<file path="src/rtl/trng_word_scheduler.sv">
// rtl/trng_word_scheduler.sv - TRNG sampler sequencer with word FIFO, round-robin serving and fault policy
module trng_word_scheduler #(
  parameter int WARMUP_CYCLES  = 1024,
  parameter int FIFO_DEPTH     = 4,
  parameter int TIMEOUT_CYCLES = 4096
) (
  input  logic                        clk,
  input  logic                        rst_n,
  input  logic                        ctrl_en,
  input  logic                        health_fail,
  input  logic                        fault_clear,
  output logic                        osc_enable,
  output logic                        sample_trig,
  output logic                        sampler_clear,
  input  logic [31:0]                 rand_word,
  input  logic [31:0]                 rand_count,
  input  logic [1:0]                  req,
  output logic [1:0]                  rsp_valid,
  output logic [31:0]                 rsp_data,
  output logic [$clog2(FIFO_DEPTH):0] fifo_level,
  output logic [2:0]                  state,
  output logic                        fault,
  output logic [1:0]                  fault_cause
);

  localparam int AW   = $clog2(FIFO_DEPTH);
  localparam int LW   = AW + 1;
  localparam int CMAX = (WARMUP_CYCLES > TIMEOUT_CYCLES) ? WARMUP_CYCLES : TIMEOUT_CYCLES;
  localparam int CW   = $clog2(CMAX) + 1;
  // WARMUP lasts one cycle less than WARMUP_CYCLES so that ARM completes the osc_enable hold time.
  localparam logic [CW-1:0] WARM_LAST = CW'(WARMUP_CYCLES - 2);
  localparam logic [CW-1:0] TMO_LAST  = CW'(TIMEOUT_CYCLES - 1);
  localparam logic [LW-1:0] DEPTH_L   = LW'(FIFO_DEPTH);

  typedef enum logic [2:0] {
    S_IDLE   = 3'd0,
    S_WARMUP = 3'd1,
    S_ARM    = 3'd2,
    S_TRIG   = 3'd3,
    S_WAIT   = 3'd4,
    S_FAULT  = 3'd5
  } state_e;

  state_e        state_q, state_d;
  logic [CW-1:0] cnt_q, cnt_d;
  logic [31:0]   base_q, base_d;
  logic [31:0]   prev_q, prev_d;
  logic          have_prev_q, have_prev_d;
  logic [1:0]    cause_q, cause_d;
  logic          osc_q, osc_d;
  logic          trig_q, trig_d;
  logic          sclr_q, sclr_d;
  logic          fault_q, fault_d;
  logic [1:0]    rsp_valid_q, rsp_valid_d;
  logic [31:0]   rsp_data_q, rsp_data_d;
  logic          last_q, last_d;
  logic [31:0]   mem_q [FIFO_DEPTH];
  logic [31:0]   mem_d [FIFO_DEPTH];
  logic [AW-1:0] wr_ptr_q, wr_ptr_d;
  logic [AW-1:0] rd_ptr_q, rd_ptr_d;
  logic [LW-1:0] level_q, level_d;

  logic push, pop, serve_ok, gnt_idx, sampling, fault_entry;

  assign sampling = (state_q == S_WARMUP) || (state_q == S_ARM) ||
                    (state_q == S_TRIG) || (state_q == S_WAIT);
  assign serve_ok = (state_q != S_FAULT) && (level_q != '0) && (req != 2'b00);
  assign gnt_idx  = (req == 2'b11) ? ~last_q : req[1];

  always_comb begin
    state_d     = state_q;
    cnt_d       = cnt_q;
    base_d      = base_q;
    prev_d      = prev_q;
    have_prev_d = have_prev_q;
    cause_d     = cause_q;
    push        = 1'b0;
    case (state_q)
      S_IDLE: begin
        if (ctrl_en) begin
          state_d = S_WARMUP;
          cnt_d   = '0;
        end
      end
      S_WARMUP: begin
        if (cnt_q == WARM_LAST) state_d = S_ARM;
        else                    cnt_d   = cnt_q + CW'(1);
      end
      S_ARM: begin
        if ((level_q < DEPTH_L) || serve_ok) state_d = S_TRIG;
      end
      S_TRIG: begin
        base_d  = rand_count;
        cnt_d   = '0;
        state_d = S_WAIT;
      end
      S_WAIT: begin
        if (rand_count != base_q) begin
          if (have_prev_q && (rand_word == prev_q)) begin
            state_d = S_FAULT;
            cause_d = 2'd3;
          end else begin
            push        = 1'b1;
            prev_d      = rand_word;
            have_prev_d = 1'b1;
            state_d     = S_ARM;
          end
        end else if (cnt_q == TMO_LAST) begin
          state_d = S_FAULT;
          cause_d = 2'd2;
        end else begin
          cnt_d = cnt_q + CW'(1);
        end
      end
      S_FAULT: begin
        if (fault_clear) begin
          state_d     = S_IDLE;
          cause_d     = 2'd0;
          have_prev_d = 1'b0;
        end
      end
      default: state_d = S_IDLE;
    endcase

    // A health failure beats capture faults; dropping ctrl_en abandons any capture in flight.
    if (sampling && health_fail) begin
      state_d     = S_FAULT;
      cause_d     = 2'd1;
      push        = 1'b0;
      prev_d      = prev_q;
      have_prev_d = have_prev_q;
    end else if (!ctrl_en && (state_q != S_FAULT) && (state_d != S_FAULT)) begin
      state_d     = S_IDLE;
      push        = 1'b0;
      prev_d      = prev_q;
      have_prev_d = have_prev_q;
    end
  end

  always_comb begin
    pop         = serve_ok && (state_d != S_FAULT);
    fault_entry = (state_d == S_FAULT) && (state_q != S_FAULT);
    mem_d       = mem_q;
    wr_ptr_d    = wr_ptr_q;
    rd_ptr_d    = rd_ptr_q;
    level_d     = level_q;
    if (fault_entry) begin
      wr_ptr_d = '0;
      rd_ptr_d = '0;
      level_d  = '0;
    end else begin
      if (push) begin
        mem_d[wr_ptr_q] = rand_word;
        wr_ptr_d        = wr_ptr_q + AW'(1);
      end
      if (pop) rd_ptr_d = rd_ptr_q + AW'(1);
      level_d = level_q + LW'(push) - LW'(pop);
    end

    rsp_valid_d = 2'b00;
    rsp_data_d  = rsp_data_q;
    last_d      = last_q;
    if (pop) begin
      rsp_valid_d = gnt_idx ? 2'b10 : 2'b01;
      rsp_data_d  = mem_q[rd_ptr_q];
      last_d      = gnt_idx;
    end

    osc_d   = (state_d == S_WARMUP) || (state_d == S_ARM) ||
              (state_d == S_TRIG) || (state_d == S_WAIT);
    trig_d  = (state_d == S_TRIG);
    sclr_d  = (state_q == S_FAULT) && (state_d == S_IDLE);
    fault_d = (state_d == S_FAULT);
  end

  always_ff @(posedge clk) begin
    if (!rst_n) begin
      state_q     <= S_IDLE;
      cnt_q       <= '0;
      base_q      <= '0;
      prev_q      <= '0;
      have_prev_q <= 1'b0;
      cause_q     <= 2'd0;
      osc_q       <= 1'b0;
      trig_q      <= 1'b0;
      sclr_q      <= 1'b0;
      fault_q     <= 1'b0;
      rsp_valid_q <= 2'b00;
      rsp_data_q  <= '0;
      last_q      <= 1'b1;
      wr_ptr_q    <= '0;
      rd_ptr_q    <= '0;
      level_q     <= '0;
      for (int i = 0; i < FIFO_DEPTH; i++) mem_q[i] <= '0;
    end else begin
      state_q     <= state_d;
      cnt_q       <= cnt_d;
      base_q      <= base_d;
      prev_q      <= prev_d;
      have_prev_q <= have_prev_d;
      cause_q     <= cause_d;
      osc_q       <= osc_d;
      trig_q      <= trig_d;
      sclr_q      <= sclr_d;
      fault_q     <= fault_d;
      rsp_valid_q <= rsp_valid_d;
      rsp_data_q  <= rsp_data_d;
      last_q      <= last_d;
      wr_ptr_q    <= wr_ptr_d;
      rd_ptr_q    <= rd_ptr_d;
      level_q     <= level_d;
      for (int i = 0; i < FIFO_DEPTH; i++) mem_q[i] <= mem_d[i];
    end
  end

  assign osc_enable    = osc_q;
  assign sample_trig   = trig_q;
  assign sampler_clear = sclr_q;
  assign rsp_valid     = rsp_valid_q;
  assign rsp_data      = rsp_data_q;
  assign fifo_level    = level_q;
  assign state         = state_q;
  assign fault         = fault_q;
  assign fault_cause   = cause_q;

endmodule
</file>
<file path="config.mk">
export PLATFORM = sky130hd
export DESIGN_NAME = trng_word_scheduler
export DESIGN_NICKNAME = d
export VERILOG_FILES = /design/src/rtl/trng_word_scheduler.sv
export SDC_FILE = /design/constraint.sdc
export NUM_CORES = 1
export LEC_CHECK = 0
export BUFFER_PORTS_ARGS = -buffer_cell sky130_fd_sc_hd__buf_2
export CORE_MARGIN = 2
export CORE_UTILIZATION = 63
export CTS_CLUSTER_DIAMETER = 30
export CTS_CLUSTER_SIZE = 20
export DETAILED_ROUTE_END_ITERATION = 10
export PLACE_DENSITY_LB_ADDON = 0.25
export SLEW_MARGIN = 15
export SYNTH_ARGS = -nofsm -noshare
export SYNTH_HDL_FRONTEND = slang
export SYNTH_SLANG_ARGS = --single-unit
</file>
<file path="constraint.sdc">
create_clock -name clk -period 5.65 [get_ports clk]
set_input_delay 0.2825 -clock clk [delete_from_list [all_inputs] [get_ports clk]]
set_output_delay 0.2825 -clock clk [all_outputs]
set_load 0.05 [all_outputs]
</file>
==> impl_metrics.toml <==
[route]
route.antenna.remaining_nets = 0
drc = 0
route.detailed.wl_per_inst_um = 17.4
totalWireLength_um = 26400
route.vias.total = 9007
drt_pre_antenna_iters = 5
first_iter_violations = 936
detail_routed_via_count_per_cell = 5.93

[timing]
post-route-period-util_pct = 67.4
post_route_setup_tns_ns = 0
rsz0062_at_grt = "no"
setup_viol_count_final = 0
max-slew-margin-rel_pct = 26.8
final.setup_skew_ns = 0.0214
final_hold_viol_count = 0
timing.fmax_ghz = 0.263
timing_worst_slew_pin_value_ns = 1.10
final_period_minus_worst_setup_slack_ns = 3.81
final-max-slew-violation-count = 0
finalWorstSetupSlack_ns = 1.84

[worst_setup_path]
regToRegSetupSlack_ns = 1.84
worst_r2r_endpoint = "fifo_level[2]"
worstPathRequired_ns = 6.04
timing.rr.start = "prev_q[18]"
category_of_the_worst_setup_path_capture_point = "register"
r2r.worst_path.cells = 14
timing_worst_setup_path_type = "register to register"
critPathMaxFanout = 39
worstPathArrival_ns = 4.20
worstSetupStartpointType = "register"

[cells_and_area]
antenna_cells = 0
area.growth.synth_to_final_pct = 19.3
commonest_non_fill_non_tap_cells_in_the_layout = "sky130_fd_sc_hd__dfxtp_1 (255), sky130_fd_sc_hd__nand3_1 (169), sky130_fd_sc_hd__o21ai_0 (165)"
design.final.nets = 1344
num-fill-cells = 1132
mostFrequentLayoutCell = "sky130_fd_sc_hd__dfxtp_1"
layout-drive-gt1-share_pct = 19.0
design_area_mm2 = 0.0129
final_util_pct = 77.3

[flow_run]
cap_viol_max_count = 0

[power_and_ir_drop]
cellPowerDensity_mw_per_mm2 = 393
power_total_mw = 5.05
vdd_ir_drop_max_v = 0.000276
cellLeakagePower_nw = 5.03

[floorplan]
die_h_um = 135
die-width_um = 135
floorplan.die_area_mm2 = 0.0182
boundaryPins = 117
site_rows = 47
fp.coreArea_mm2 = 0.0166
initial_core_util_pct = 64.8

[grt]
groute.usage.overall_pct = 29.3
global_route_wire_length_before_repair_um = 43100
grt_antenna_before_repair = 0
number_of_global_route_vias_before_repair = 8633
grt_overflow = 0
grt_max_degree = 89

[clocking]
cts-root-buf = "sky130_fd_sc_hd__clkbuf_16"
number_of_buffers_created_by_cts = 43
clk_path_buf_depth = 3
clkLatencyLatePin_ns = 0.53
clock-sinks = 257
postCtsHoldBufs = 0
clock_tree_from_tritoncts = "done"
clkSlewWorstSetupHoldPaths_ns = 0.05
postCtsResizedCells = 0
cts_max_level = 2
postCtsSetupBuffers = 0

[min_path]
hold_path_startpoint = "rand_count[0]"
hold-path-cell-count = 3
hold_path_class = "input port to register"
whs_endpoint = "base_q[0]"

[place]
placed_area_mm2 = 0.0113
gp_congestion = 0.816
numPortBuffers = 116
detailed_place_hpwl_um = 15900
dpl_worst_slack_ns = 1.79

[synth]
number_of_flops_mapped_to_enable_cells_by_yosys = 0
netlist_instances = 1184
ys_types = 51
synth_area_per_cell_um2 = 9.10
yosys_warnings = 0
synth-seq-area-share_pct = 47.7
synth.ff_latch_count = 257
postSynth.topFlopCell = "sky130_fd_sc_hd__dfxtp_1"
mappedNetlistArea_mm2 = 0.0108
asyncSetResetFlopFracSynth_pct = 0
synth_fp_nets = 1263

[status]
outcome = "completed"
==> kinds of logic (layout without fill, tap and decap cells) <==
| family | Yosys count | count (layout) | synth area share, % |
|---|---|---|---|
| buffers and inverters | 102 | 216 | 4.17 |
| muxes | 67 | 67 | 9.94 |
| DFF | 257 | 257 | 47.7 |
| AOI/OAI and AO/OA | 262 | 262 | 13.0 |
| xor gates and xnor gates | 79 | 79 | 6.42 |
| adders and majority gates | 8 | 8 | 0.998 |
| and+or+nand+nor | 409 | 409 | 17.8 |
==> power breakdown <==
group          switching, mW  internal (mW)
combinational          0.295          0.168
clock                  0.934           1.73
sequential            0.0858           1.84
total                   1.31           3.74
==> stage by stage <==
step | instances | hold WS, ns
floorplan | 1184 | 0.417
global placement | 1439 | 0.448
detailed placement | 1439 | 0.455
CTS | 1517 | 0.00515
global route | 1518 | 0.0151
finish | 1518 | 0.0127
==> how the worst max path moves through the flow <==
stage	startpoint	end	slack, ns	cells after the start
after global placement	rand_word[18]	fifo_level[2]	1.90	15
after global routing	prev_q[18]	fifo_level[2]	1.58	14
after floorplan	state[0]	fifo_level[2]	2.40	16
after CTS	prev_q[18]	fifo_level[2]	1.88	14
after detailed placement	rand_word[18]	fifo_level[2]	1.79	15
final	prev_q[18]	fifo_level[2]	1.84	14
==> cell type report <==
type                            count  area, um^2  area share, %
Inverter                            9        35.0          0.272
Tap cell                          220         275           2.14
Clock inverter                     27         338           2.63
Multi-Input combinational cell    825        5210           40.5
Timing Repair Buffer              129         684           5.32
Clock buffer                       51        1170           9.08
Sequential cell                   257        5150           40.0
==> sequential cells by signal (all words and copies together) (netlist names) <==
register	count
base_q	32
last_q	1
fault	1
osc_enable	1
rsp_valid	2
mem_q	128
have_prev_q	1
wr_ptr_q	2
rsp_data	32
sampler_clear	1
prev_q	32
state	3
rd_ptr_q	2
fifo_level	3
cnt_q	13
sample_trig	1
fault_cause	2
==> routing by layer <==
| metal | GRT usage (%) | wire length (um) | share of wire [%] | up-vias |
|---|---|---|---|---|
| met5 | 0 | 0 | 0 | - |
| met4 | 8.54 | 444 | 1.7 | 0 |
| met3 | 4.69 | 1820 | 6.9 | 41 |
| met2 | 45.7 | 12100 | 46 | 301 |
| met1 | 42.5 | 11900 | 45 | 4309 |
| li1 | - | - | - | 4356 |
==> cells in the mapped netlist, types with 3 or more instances <==
cell	count	share of area, %
sky130_fd_sc_hd__buf_2	14	0.65
sky130_fd_sc_hd__buf_6	4	0.42
sky130_fd_sc_hd__a21oi_1	68	3.2
sky130_fd_sc_hd__xnor2_1	40	3.3
sky130_fd_sc_hd__clkbuf_1	65	2.3
sky130_fd_sc_hd__xor2_1	39	3.2
sky130_fd_sc_hd__nand2_1	113	3.9
sky130_fd_sc_hd__buf_4	4	0.28
sky130_fd_sc_hd__mux2i_1	35	3.3
sky130_fd_sc_hd__dfxtp_1	257	48
sky130_fd_sc_hd__mux4_2	32	6.7
sky130_fd_sc_hd__a221oi_1	3	0.24
sky130_fd_sc_hd__o21ai_0	167	7.8
sky130_fd_sc_hd__a31oi_1	3	0.17
sky130_fd_sc_hd__nand4_1	18	1.0
sky130_fd_sc_hd__nor2_1	67	2.3
sky130_fd_sc_hd__nor2b_1	3	0.17
sky130_fd_sc_hd__buf_1	3	0.10
sky130_fd_sc_hd__clkbuf_2	3	0.14
sky130_fd_sc_hd__nor4_1	10	0.58
sky130_fd_sc_hd__ha_1	7	0.81
sky130_fd_sc_hd__and4_1	3	0.24
sky130_fd_sc_hd__o31a_1	3	0.24
sky130_fd_sc_hd__and3_1	9	0.52
sky130_fd_sc_hd__nand3_1	170	7.9
sky130_fd_sc_hd__nor3_1	4	0.19
sky130_fd_sc_hd__inv_1	8	0.28
==> critical path: stages (launching register included) <==
cell and delay (ns):
sky130_fd_sc_hd__dfxtp_1 0.32, sky130_fd_sc_hd__xor2_1 0.17, sky130_fd_sc_hd__nor4_1 0.36, sky130_fd_sc_hd__nand4_1 0.24, sky130_fd_sc_hd__o41a_1 0.68, sky130_fd_sc_hd__o31a_1 0.37
sky130_fd_sc_hd__buf_4 0.25, sky130_fd_sc_hd__nand2_2 0.14, sky130_fd_sc_hd__xor2_1 0.16, sky130_fd_sc_hd__ha_1 0.17, sky130_fd_sc_hd__inv_1 0.05, sky130_fd_sc_hd__fa_1 0.38
sky130_fd_sc_hd__xor2_1 0.18, sky130_fd_sc_hd__xnor2_1 0.14, sky130_fd_sc_hd__nor2_1 0.06
Note: power is estimated with default switching activity, not from simulation.
